--- src/rtl/noc_pkg.sv ---
// Shared sub-network definitions: flit layout, direction codes and sizing helpers.
package noc_pkg;

   localparam int DATASIZE = 40;

   localparam int SRC_MSB  = 39;
   localparam int SRC_LSB  = 36;
   localparam int DST_MSB  = 35;
   localparam int DST_LSB  = 32;
   localparam int TS_MSB   = 31;
   localparam int TS_LSB   = 24;
   localparam int DATA_MSB = 23;
   localparam int DATA_LSB = 2;
   localparam int TYPE_MSB = 1;
   localparam int TYPE_LSB = 0;

   typedef enum logic [3:0] {
      DIR_LOCAL = 4'b0000,
      DIR_E     = 4'b0010,
      DIR_N     = 4'b0100,
      DIR_NONE  = 4'b1111
   } dir_e;

   typedef struct packed {
      logic [SRC_MSB-SRC_LSB:0]   src;
      logic [DST_MSB-DST_LSB:0]   dst;
      logic [TS_MSB-TS_LSB:0]     ts;
      logic [DATA_MSB-DATA_LSB:0] data;
      logic [TYPE_MSB-TYPE_LSB:0] typ;
   } flit_t;

   // Pressure must represent 0..DEPTH inclusive, hence one bit more than a pointer.
   function automatic int pressure_w(input int width);
      return width + 1;
   endfunction

endpackage

--- src/rtl/ib_sub.sv ---
// Router input buffer: DEPTH-entry FIFO with registered-only ready/valid and
// an occupancy (pressure) export for adaptive routing in neighbouring routers.
module ib_sub
   import noc_pkg::*;
#(
   parameter int DEPTH    = 8,
   parameter int WIDTH    = 3,
   parameter int DATASIZE = noc_pkg::DATASIZE
) (
   input  logic                ib_clk,
   input  logic                rst_n,
   input  logic [DATASIZE-1:0] data_in,
   input  logic                valid_in,
   output logic                ready_out,
   output logic [DATASIZE-1:0] data_out,
   output logic                valid_out,
   input  logic                rc_ready,
   output logic [WIDTH:0]      pressure_out,
   output logic                ovf_err
);

   localparam int             PW   = pressure_w(WIDTH);
   localparam logic [PW-1:0]  FULL = PW'(DEPTH);

   logic [DATASIZE-1:0] r_mem [DEPTH];
   logic [WIDTH-1:0]    r_wr_ptr;
   logic [WIDTH-1:0]    r_rd_ptr;
   logic [PW-1:0]       r_count;
   logic                r_ovf;

   logic                w_push;
   logic                w_pop;

   // Handshake flags come from the count register only: no rc_ready -> ready_out path.
   assign ready_out    = (r_count != FULL);
   assign valid_out    = (r_count != '0);
   assign w_push       = valid_in && ready_out;
   assign w_pop        = rc_ready && valid_out;
   assign data_out     = valid_out ? r_mem[r_rd_ptr] : '0;
   assign pressure_out = r_count;
   assign ovf_err      = r_ovf;

   always_ff @(posedge ib_clk or negedge rst_n) begin
      if (!rst_n) begin
         for (int i = 0; i < DEPTH; i++) r_mem[i] <= '0;
      end else if (w_push) begin
         r_mem[r_wr_ptr] <= data_in;
      end
   end

   // Pointers are exactly WIDTH bits, so wrap from DEPTH-1 to 0 is free.
   always_ff @(posedge ib_clk or negedge rst_n) begin
      if (!rst_n) begin
         r_wr_ptr <= '0;
         r_rd_ptr <= '0;
      end else begin
         if (w_push) r_wr_ptr <= r_wr_ptr + WIDTH'(1);
         if (w_pop)  r_rd_ptr <= r_rd_ptr + WIDTH'(1);
      end
   end

   always_ff @(posedge ib_clk or negedge rst_n) begin
      if (!rst_n) begin
         r_count <= '0;
      end else begin
         case ({w_push, w_pop})
            2'b10:   r_count <= r_count + PW'(1);
            2'b01:   r_count <= r_count - PW'(1);
            default: r_count <= r_count;
         endcase
      end
   end

   // A flit offered while full is dropped; flag it until reset, even if a pop frees space.
   always_ff @(posedge ib_clk or negedge rst_n) begin
      if (!rst_n) begin
         r_ovf <= 1'b0;
      end else if (valid_in && !ready_out) begin
         r_ovf <= 1'b1;
      end
   end

endmodule

--- config.mk ---
export PLATFORM = sky130hd
export DESIGN_NAME = ib_sub
export DESIGN_NICKNAME = d
export VERILOG_FILES = /design/src/rtl/noc_pkg.sv /design/src/rtl/ib_sub.sv
export SDC_FILE = /design/constraint.sdc
export NUM_CORES = 1
export LEC_CHECK = 0
export CAP_MARGIN = 20
export CORE_UTILIZATION = 30
export DETAILED_ROUTE_END_ITERATION = 8
export SYNTH_ARGS = -nofsm -noshare
export SYNTH_HDL_FRONTEND = slang
export SYNTH_SLANG_ARGS = --single-unit
--- constraint.sdc ---
create_clock -name ib_clk -period 3.9 [get_ports ib_clk]
set_input_delay 1.17 -clock ib_clk [delete_from_list [all_inputs] [get_ports ib_clk]]
set_output_delay 1.17 -clock ib_clk [all_outputs]
set_load 0.02 [all_outputs]
# Word-level counts from Yosys, hierarchy flattened
# Cells that the tools add are included.
[totals]
regBits = 331
inputBits = 44
out_inout_bits = 47
wordCells = 39
[op_classes]
n_addsub = 4
n_lt_le_gt_ge = 3
eq_ne = 3
muxes = 8
bitwise = 2
reduce_logical = 7
[op_table]
columns = ["cell", "count"]
rows = [
  ["$bwmux W320", 1],
  ["$mux W40", 4],
  ["$bmux W40 S3", 1],
  ["$demux W40 S3", 1],
  ["$ge A4 B4 Y1 const B", 2],
  ["$not A3 Y4", 2],
  ["$pmux W4 S2", 1],
  ["$add A3 B1 Y3 const B", 2],
  ["$add A4 B1 Y4 const B", 1],
  ["$logic_and A1 B1 Y1", 4],
  ["$lt A4 B1 Y1 const B", 1],
  ["$ne A4 B4 Y1 const B", 1],
  ["$reduce_bool A4 Y1", 1],
  ["$sub A4 B1 Y4 const B", 1],
  ["$eq A2 B1 Y1 const B", 1],
  ["$eq A2 B2 Y1 const B", 1],
  ["$reduce_bool A2 Y1", 1],
  ["$logic_not A1 Y1", 1],
]

# Depth between registers and ports, before layout
# Gate-level depths: netlist (run 1).
[logic_depth]
word_depth = 6
mapped_depth = 11
mapped_depth_nobuf = 10

# Least setup slack after synthesis (run 1)
# OpenSTA, ideal clock, no wires.
[synth_timing]
kind = "register to output"
startpoint = "reg r_rd_ptr[0]"
endpoint = "out data_out[0]"
arrival_ns = 1.659
required_ns = 2.730
path_slack_ns = 1.071
stages_incl_launch_ff = 6
n_path_buf = 2
path_cell_list = "dfrtp_1 clkbuf_1 buf_2 mux4_2 mux2i_1 nor2_1"
[synth_between]
elab_chain_cells = 5
[synth_rtl]
columns = ["item", "line_no", "text"]
rows = [
  ["start: declaration", "ib_sub.sv:27", "logic [WIDTH-1:0] r_rd_ptr;"],
  ["start signal: assignment", "ib_sub.sv:58", "if (w_pop) r_rd_ptr <= r_rd_ptr + WIDTH'(1);"],
  ["$not A3 Y4 (implied by the code)", "ib_sub.sv:39", "assign data_out = valid_out ? r_mem[r_rd_ptr] : '0;"],
  ["$bmux W40 S3", "ib_sub.sv:39", ""],
  ["$mux W40 (implied by the code) (2 in series)", "ib_sub.sv:39", ""],
  ["$mux W40", "ib_sub.sv:39", ""],
  ["end: declaration", "ib_sub.sv:15", "output logic [DATASIZE-1:0] data_out,"],
]
# Every way passes these cells. The select of a mux whose other input is x is not followed.

# Worst setup path in the final report (run 1)
[layout_timing]
startpoint = "reg r_rd_ptr[0]"
endpoint = "out data_out[1]"
# The elaborated chain is that of the path after synthesis.

==> results of run 1 <==
[metal layers]
metal	up-vias	GRT usage [%]	part of all wire, %
met5	-	0	0.084
met4	4	3.138	1.3
met3	41	3.377	4.7
met2	112	23.50	48
met1	4409	18.84	46
li1	3610	-	-
[worst paths after layout]
path | start | endpoint | slack, ns | cells after the start
min reg2reg | r_mem[2] | r_mem[2] | 0.49 | 1
max in group asynchronous | rst_n | r_mem[304] | 2.23 | 2
min in group asynchronous | rst_n | r_mem[286] | 0.70 | 1
max | r_rd_ptr[0] | data_out[1] | 0.16 | 5
max reg2reg | pressure_out[2] | pressure_out[2] | 1.05 | 11
min | r_mem[2] | r_mem[2] | 0.49 | 1
[synthesized netlist by cell type, drive strengths merged]
cell type	n	share of area, %
mux2i	40	2.7
nand3	4	0.23
a21o	1	0.050
dfrtp	331	55
nand2	5	0.13
a31oi	1	0.042
xor2	6	0.35
ha	5	0.42
nor2	42	1.1
or3	1	0.042
buf	45	1.8
nor4	1	0.084
nor4b	1	0.16
nand4	1	0.042
inv	3	0.075
o32ai	1	0.059
and2	1	0.042
nor3b	1	0.084
xnor2	3	0.18
clkbuf	16	0.40
mux2	323	24
nor2b	6	0.25
a21oi	2	0.067
mux4	80	12
[kinds of logic (layout without fill, tap and decap cells)]
logic type	count (synthesis)	in the layout	share of synthesized area, %
compound gates	5	5	0.2177
mux	443	443	39.07
xor+xnor	9	9	0.5274
fa+ha+maj	5	5	0.4186
buf+inv	64	194	2.235
simple gates	63	63	2.118
flops	331	331	55.42
[through the flow]
stage          utilization, %  hold slack [ns]  total power [mW]
2_1_floorplan               -           0.4587             11.13
3_3_place_gp            34.20           0.4682             13.64
3_5_place_dp            34.20           0.4770             13.83
4_1_cts                 36.60           0.4906             17.17
5_1_grt                 36.71           0.4962             17.94
6_report                36.71           0.4855             16.84
[repair_timing]
item                       4_1_cts  5_1_grt
setup endpoints to repair       26       17
setup buffers                    1        0
gates resized for setup         21       19
hold endpoints to repair         0        0
[final cells by class]
type / count / area, um2 / area share [%]
timing repair buffer: 127 / 1336 / 7.421
sequential: 331 / 8292 / 46.05
clock buffer: 58 / 1085 / 6.025
inverter: 3 / 11.26 / 0.06254
tap: 664 / 830.8 / 4.614
multi-input combinational: 525 / 6366 / 35.36
clock inverter: 6 / 85.08 / 0.4725
[critical path: cells and delay by family (launching register included)]
kind          cells  cell delay [ns]
buf+inv           2             0.83
flops             1             0.46
mux               2             0.69
simple gates      1             0.06
[where the power goes]
group	internal [mW]	total (mW)	switching (mW)
logic	4.11	7.34	3.23
registers	5.19	6.13	0.938
clock network	2.03	3.37	1.34
[sequential cells by signal (all words and copies together) (netlist names)]
register,count
r_wr_ptr,3
ovf_err,1
r_mem,320
pressure_out,4
r_rd_ptr,3
[placed cells by master, fill, tap and decap left out, types with 2 or more instances in the layout]
| master | instances |
|---|---|
| xor2_1 | 6 |
| clkinv_2 | 2 |
| mux2i_2 | 4 |
| clkbuf_16 | 37 |
| mux2i_1 | 36 |
| xnor2_1 | 3 |
| bufinv_16 | 2 |
| clkinvlp_4 | 2 |
| nand2_1 | 2 |
| dfrtp_1 | 328 |
| ha_1 | 5 |
| buf_12 | 7 |
| dlymetal6s2s_1 | 16 |
| buf_16 | 2 |
| nor2b_1 | 6 |
| mux4_2 | 80 |
| clkdlybuf4s50_1 | 55 |
| dlygate4sd2_1 | 18 |
| nor2_1 | 42 |
| nand2_2 | 3 |
| buf_8 | 2 |
| inv_1 | 3 |
| clkbuf_8 | 8 |
| a21oi_1 | 2 |
| buf_4 | 27 |
| mux2_2 | 268 |
| dfrtp_4 | 2 |
| clkbuf_1 | 13 |
| mux2_1 | 55 |
| nand3_2 | 4 |
==> results.yml, run 1 <==
cells_and_area:
  diodes: 0
  final_cell_area_mm2: 0.01801
  final.fill_count: 4682
  syn2layout_area_growth_pct: 20.47
  stdcell_count: 1714
  final_layout_size_suffix_gt1_share_pct: 43.24
  nNetsFinal: 1074
placed_design:
  place_congestion: 0.6920
  io_buffer_count: 90
  dp_cells: 1649
  place_ws_ns: 0.4515
  dpl.hpwl_mm: 20.99
  place_area_mm2: 0.01677
route:
  via_per_inst: 4.770
  first_pass_iters: 4
  vias: 8176
  drt_wl_total_mm: 34.68
  route.detailed.drc: 0
  wl_per_cell_um: 20.23
  drtAntennaViolNets: 0
  drt_iter0_drc: 436
global_routing:
  grt_antenna_before_repair: 2
  grt_max_degree: 92
  grt_pass1_vias: 8980
  grt_pass1_wl_mm: 54.81
  grt_use_total_pct: 14.20
  overflow: 0
timing:
  slew_headroom_pct: 50.70
  rsz0062_at_grt: "false"
  fin_ws_ns: 0.1641
  min_period_over_period_pct: 95.79
  final_max_slew_viol_count: 0
  setup-tns-final_ns: 0
  fin_skew_ns: 0.01658
  finalSetupViolations: 0
  hold_viol: 0
  max_freq_mhz: 267.7
  fin_crit_ns: 3.736
  tightest_slew_ns: 0.7395
clocking:
  cts_tree: "yes"
  cts-root-buf: "clkbuf_16"
  clock_sinks: 331
  cts.htree.levels: 2
  clock_path_buffers: 3
  clk_pin_slew_ns: 0.06
  postCtsHoldBufs: 0
  clk_latency_ns: 0.51
  cts_made_buffers: 37
critical_path:
  critPathSlowestCell: "mux4_2"
  crit_arrival_ns: 2.57
  crit_type: "flop to output pin"
  worstPathRequired_ns: 2.73
  crit_chain: "buf_16 -> mux4_2 -> mux2i_1 -> nor2_1 -> clkdlybuf4s50_1"
  cp-start-kind: "flop"
  end_kind: "output pin"
  critPathMaxFanout: 34
  cp_slowest_stage_delay_ns: 0.55
run_status:
  status: "finished clean"
pwr:
  p_per_area_mw_per_mm2: 935.4
  leakagePower_nw: 7.794
  vdd_drop_max_v: 0.0003145
die:
  initial_core_util_pct: 30.47
  die_h_um: 225.2
  rows: 81
  die_area_mm2: 0.05072
  core_mm2: 0.04905
  dieWidth_um: 225.2
  io_pins: 91
run:
  drv_cap: 0
synthesis:
  syn-cell-area_mm2: 0.01495
  yosysSeqAreaShare_pct: 55.42
  yosys_warnings: 0
  ys_ff_latch: 331
  synth_cell_types: 28
  syn_inst: 920
  syn_nets: 969
  syn_avg_cell_area_um2: 16.25
hold_path:
  hold_class: "flop to flop"
No activity file was read; power rests on OpenSTA's default activity.
==> run 2, diff against run 1 <==
- PLACE_DENSITY: default -> 0.52
==> run 2 against run 1 <==
  * Hold slack got worse by 0.010 ns
  * Total power up 4.1%
  * Clock power rose by 11%
  * Global-route usage is 0.65 points higher
  * Combinational power is 3.0% higher
  * Routed wire length rose by 4.1%
  * Register-to-register slack worse by 0.08 ns
  * First-iteration DRC count down 15%
  * Count of clock-buffer cells in the layout rose by 3
  * Clock skew shrank 0.0014 ns
  * Critical endpoint is now data_out[12]
  * Largest cell class unchanged
  * Largest power group unchanged
==> results.yml, run 2 (synthesis results as in run 1) <==
timing:
  setup-tns-final_ns: 0
  slew_headroom_pct: 52.26
  whs_ns: 0.4754
  fin_crit_ns: 3.820
  hold_viol: 0
  tightest_slew_ns: 0.7161
  rsz0062_at_grt: "true"
  min_period_over_period_pct: 97.96
  fin_skew_ns: 0.01519
  finalSetupViolations: 0
  final_max_slew_viol_count: 0
  max_freq_mhz: 261.8
route:
  via_per_inst: 4.796
  drtAntennaViolNets: 0
  first_pass_iters: 4
  route.detailed.drc: 0
  drt_wl_total_mm: 36.09
  vias: 8321
  drt_iter0_drc: 372
  wl_per_cell_um: 20.80
global_routing:
  grt_pass1_wl_mm: 56.71
  grt_max_degree: 85
  grt_pass1_vias: 9091
  overflow: 0
  grt_use_total_pct: 14.85
  grt_antenna_before_repair: 3
cells_and_area:
  final_layout_size_suffix_gt1_share_pct: 44.86
  multi_input_area_mm2: 0.006379
  largest_register_ffs: 320
  final.fill_count: 4708
  nNetsFinal: 1091
  seqCellArea_mm2: 0.008294
  finalCoreUtilization_pct: 37.50
  final_cell_mix: "328 x dfrtp_1, 268 x mux2_2, 80 x mux4_2"
  regMostFlops: "r_mem"
  syn2layout_area_growth_pct: 23.05
  final_cell_area_mm2: 0.01839
  final_common_cell: "dfrtp_1"
die:
  core_mm2: 0.04905
  die_h_um: 225.2
  dieWidth_um: 225.2
  die_area_mm2: 0.05072
  io_pins: 91
  rows: 81
  initial_core_util_pct: 30.47
placed_design:
  dpl.hpwl_mm: 20.74
  io_buffer_count: 90
  place_congestion: 0.6727
  place_area_mm2: 0.01691
critical_path:
  worstPathRequired_ns: 2.73
  end_kind: "output pin"
  crit_type: "flop to output pin"
  crit_arrival_ns: 2.65
  critPathMaxFanout: 15
  cp-start-kind: "flop"
pwr:
  vdd_drop_max_v: 0.0003341
  leakagePower_nw: 7.897
  p_per_area_mw_per_mm2: 953.1
  p_total_mw: 17.53
clocking:
  cts.htree.levels: 2
  cts_tree: "yes"
  clk_latency_ns: 0.55
  cts-root-buf: "clkbuf_16"
  clock_path_buffers: 3
  clock_sinks: 331
  clk_pin_slew_ns: 0.06
  cts_made_buffers: 39
  postCtsHoldBufs: 0
hold_path:
  hold_class: "flop to flop"
run_status:
  status: "finished clean"
run:
  drv_cap: 0
[run 2: final cells by class]
class,count,area share (%)
clock inverters,8,0.6054
well taps,664,4.517
diodes,1,0.01361
flip-flops and latches,331,45.10
repair buffers,142,8.449
inverters,3,0.06122
multi-input cells,525,34.68
clock buffers,61,6.578
[run 2: through the flow]
stage | setup WS (ns) | cells
after floorplan | 1.071 | 920
after global placement | 0.3630 | 1655
after detailed placement | 0.3628 | 1655
after CTS | -0.09087 | 1727
after global routing | -0.005274 | 1734
final | 0.07972 | 1735
[run 2: path summary, 6_finish.rpt]
path                                        end  slack [ns]             from  cells past startpoint
worst max register to register  pressure_out[2]        0.97  pressure_out[2]                     11
worst max-delay path               data_out[12]        0.08      r_rd_ptr[0]                      5
min in group asynchronous             r_mem[86]        0.58            rst_n                      1
max in group asynchronous             r_mem[88]        2.39            rst_n                      3
worst min-delay path                    ovf_err        0.48          ovf_err                      1
worst min register to register          ovf_err        0.48          ovf_err                      1
[run 2: power breakdown]
| group | total [mW] | switching, mW | internal (mW) | leakage, nW |
|---|---|---|---|---|
| clock network | 3.73 | 1.47 | 2.26 | 0.648 |
| logic | 7.56 | 3.23 | 4.34 | 3.28 |
| registers | 6.23 | 1.04 | 5.19 | 3.97 |
| total | 17.5 | 5.74 | 11.8 | 7.90 |
[run 2: layer usage]
layer / wire length (um) / GRT usage [%]
met5: 29 / 0
met3: 1628 / 3.664
met1: 17330 / 21.05
met2: 16350 / 22.50
met4: 751 / 4.060
[run 2: what timing repair did]
item	CTS	global route
endpoints found under the setup margin	38	20
setup buffers	3	6
cloned	0	1
hold endpoints to repair	0	0
pin swaps	0	0
resized for setup	20	18
[run 2: worst max-delay path, cell delays in order, from the launching register on]
cell and delay, ns:
dfrtp_4 0.53, buf_12 0.20, mux4_2 0.52, mux2i_1 0.23, nor2_1 0.07, clkdlybuf4s50_1 0.54
==> run 3, diff against run 2 <==
- CTS_BUF_LIST: default -> sky130_fd_sc_hd__clkbuf_8 sky130_fd_sc_hd__clkbuf_16
- PLACE_DENSITY: 0.52 -> default
- PLACE_DENSITY_LB_ADDON: default -> 0.05
==> run 3 against run 2 <==
  * Total power is 0.18% lower
  * Cell count is essentially flat
  * Hold slack got worse by 0.021 ns
  * Combinational power up 0.5%
  * Largest cell class unchanged
==> results.yml, run 3 (synthesis results as in run 1) <==
timing:
  max_freq_mhz: 263.9
  whs_ns: 0.4547
  fin_skew_ns: 0.01762
  finalSetupViolations: 0
  tightest_slew_ns: 0.7648
  min_period_over_period_pct: 97.17
  fin_crit_ns: 3.789
  hold_viol: 0
  slew_headroom_pct: 49.01
  rsz0062_at_grt: "false"
  final_max_slew_viol_count: 0
route:
  drtAntennaViolNets: 0
  route.detailed.drc: 0
  drt_wl_total_mm: 37.72
  drt_iter0_drc: 329
  first_pass_iters: 4
  vias: 8328
  via_per_inst: 4.803
  wl_per_cell_um: 21.75
placed_design:
  place_area_mm2: 0.01689
  io_buffer_count: 90
  place_congestion: 0.6855
  dp_cells: 1652
  dpl.hpwl_mm: 22.02
critical_path:
  cp-start-kind: "flop"
  reg2reg_slack_ns: 1.08
  r2r_end: "pressure_out[2]"
  end_kind: "output pin"
  timing.rr.start: "pressure_out[2]"
  critPathSlowestCell: "dfrtp_4"
  crit_type: "flop to output pin"
  critPathMaxFanout: 12
  crit_arrival_ns: 2.62
  cp_slowest_stage_delay_ns: 0.54
  worstPathRequired_ns: 2.73
  crit_chain: "buf_4 -> clkbuf_16 -> mux4_2 -> mux2i_4 -> nor2_1 -> dlygate4sd2_1"
  r2r_cells: 11
clocking:
  cts_tree: "yes"
  clk_latency_ns: 0.55
  clock_sinks: 331
  clock_path_buffers: 3
  cts_made_buffers: 41
  clk_pin_slew_ns: 0.06
  cts.htree.levels: 2
  cts-root-buf: "clkbuf_16"
cells_and_area:
  diodes: 0
  final_common_cell: "dfrtp_1"
  largest_register_ffs: 320
  finalCoreUtilization_pct: 37.51
  stdcell_count: 1734
  final.fill_count: 4678
  nNetsFinal: 1093
  final_cell_mix: "328 x dfrtp_1, 268 x mux2_2, 80 x mux4_2"
  final_layout_size_suffix_gt1_share_pct: 44.86
  regMostFlops: "r_mem"
  syn2layout_area_growth_pct: 23.10
  final_cell_area_mm2: 0.01840
die:
  dieWidth_um: 225.2
  rows: 81
  die_h_um: 225.2
  core_mm2: 0.04905
  initial_core_util_pct: 30.47
  die_area_mm2: 0.05072
  io_pins: 91
pwr:
  p_per_area_mw_per_mm2: 951.1
  vdd_drop_max_v: 0.0005157
  leakagePower_nw: 7.946
hold_path:
  hold_depth: 1
  whs_endpoint: "ovf_err"
  hp-start: "ovf_err"
  hold_class: "flop to flop"
run_status:
  status: "finished clean"
run:
  drv_cap: 0
global_routing:
  grt_antenna_before_repair: 1
  grt_pass1_wl_mm: 58.60
  grt_use_total_pct: 15.59
  grt_pass1_vias: 9169
  overflow: 0
  grt_max_degree: 86
## run 3: cell types whose count changed in the layout (fill, tap and decap cells not counted), sizes merged
cell / before / now
inv: 5 / 12
clkbuf: 62 / 56
dlygate4sd2: 15 / 20
clkdlybuf4s50: 64 / 61
clkdlybuf4s15: 2 / 0
bufinv: 2 / 1
clkinv: 3 / 4
clkinvlp: 1 / 0
diode: 1 / 0
## run 3: worst max path at each step
| stage | startpoint | end | depth (start not counted) |
|---|---|---|---|
| finish | r_rd_ptr[0] | data_out[8] | 6 |
| detailed placement | r_rd_ptr[0] | data_out[22] | 5 |
| global placement | r_rd_ptr[0] | data_out[22] | 5 |
| CTS | r_rd_ptr[0] | data_out[31] | 5 |
| floorplan | r_rd_ptr[0] | data_out[0] | 5 |
| global route | r_rd_ptr[0] | data_out[10] | 5 |
## run 3: metrics by stage
step	TNS [ns]	total power, mW	setup slack [ns]
2_1_floorplan	0	11.13	1.071
3_3_place_gp	0	13.92	0.4203
3_5_place_dp	0	13.99	0.4016
4_1_cts	-0.01010	17.76	-0.005082
5_1_grt	0	18.66	0.007433
6_report	0	17.50	0.1106
## run 3: worst max-delay path: cells and delay by family, from the launching register on
| family | cells | cell delay, ns |
|---|---|---|
| buf+inv | 3 | 0.71 |
| mux | 2 | 0.74 |
| simple gates | 1 | 0.06 |
| flops | 1 | 0.54 |
## run 3: layout make-up
class                           instances  area (um2)  share of cell area [%]
Timing Repair Buffer                  142        1524                   8.283
Multi-Input combinational cell        525        6409                   34.83
Inverter                                3       11.26                 0.06120
Clock buffer                           55        1241                   6.746
Clock inverter                         14       88.84                  0.4828
Tap cell                              664       830.8                   4.515
Sequential cell                       331        8294                   45.08
## run 3: power breakdown
group	internal [mW]	total (mW)	leakage [nW]	switching (mW)
combinational	4.32	7.60	3.28	3.28
clock	2.27	3.73	0.693	1.46
sequential	5.19	6.18	3.97	0.981
## run 3: routing by layer
metal  up-vias  global-route usage (%)  share of wire, %
met5         -                       0             0.032
met4         2                   4.850               2.0
met3        51                   2.555               3.1
met2       103                   24.80                46
met1      4507                   21.73                48
li1       3665                       -                 -
## run 3: timing repair
action | 4_1_cts | 5_1_grt
gates resized for setup | 29 | 10
cloned | 0 | 1
pin swaps | 0 | 0
hold buffers | 0 | 0
endpoints found under the setup margin | 27 | 13
hold endpoints to repair | 0 | 0
buffers inserted | 2 | 10
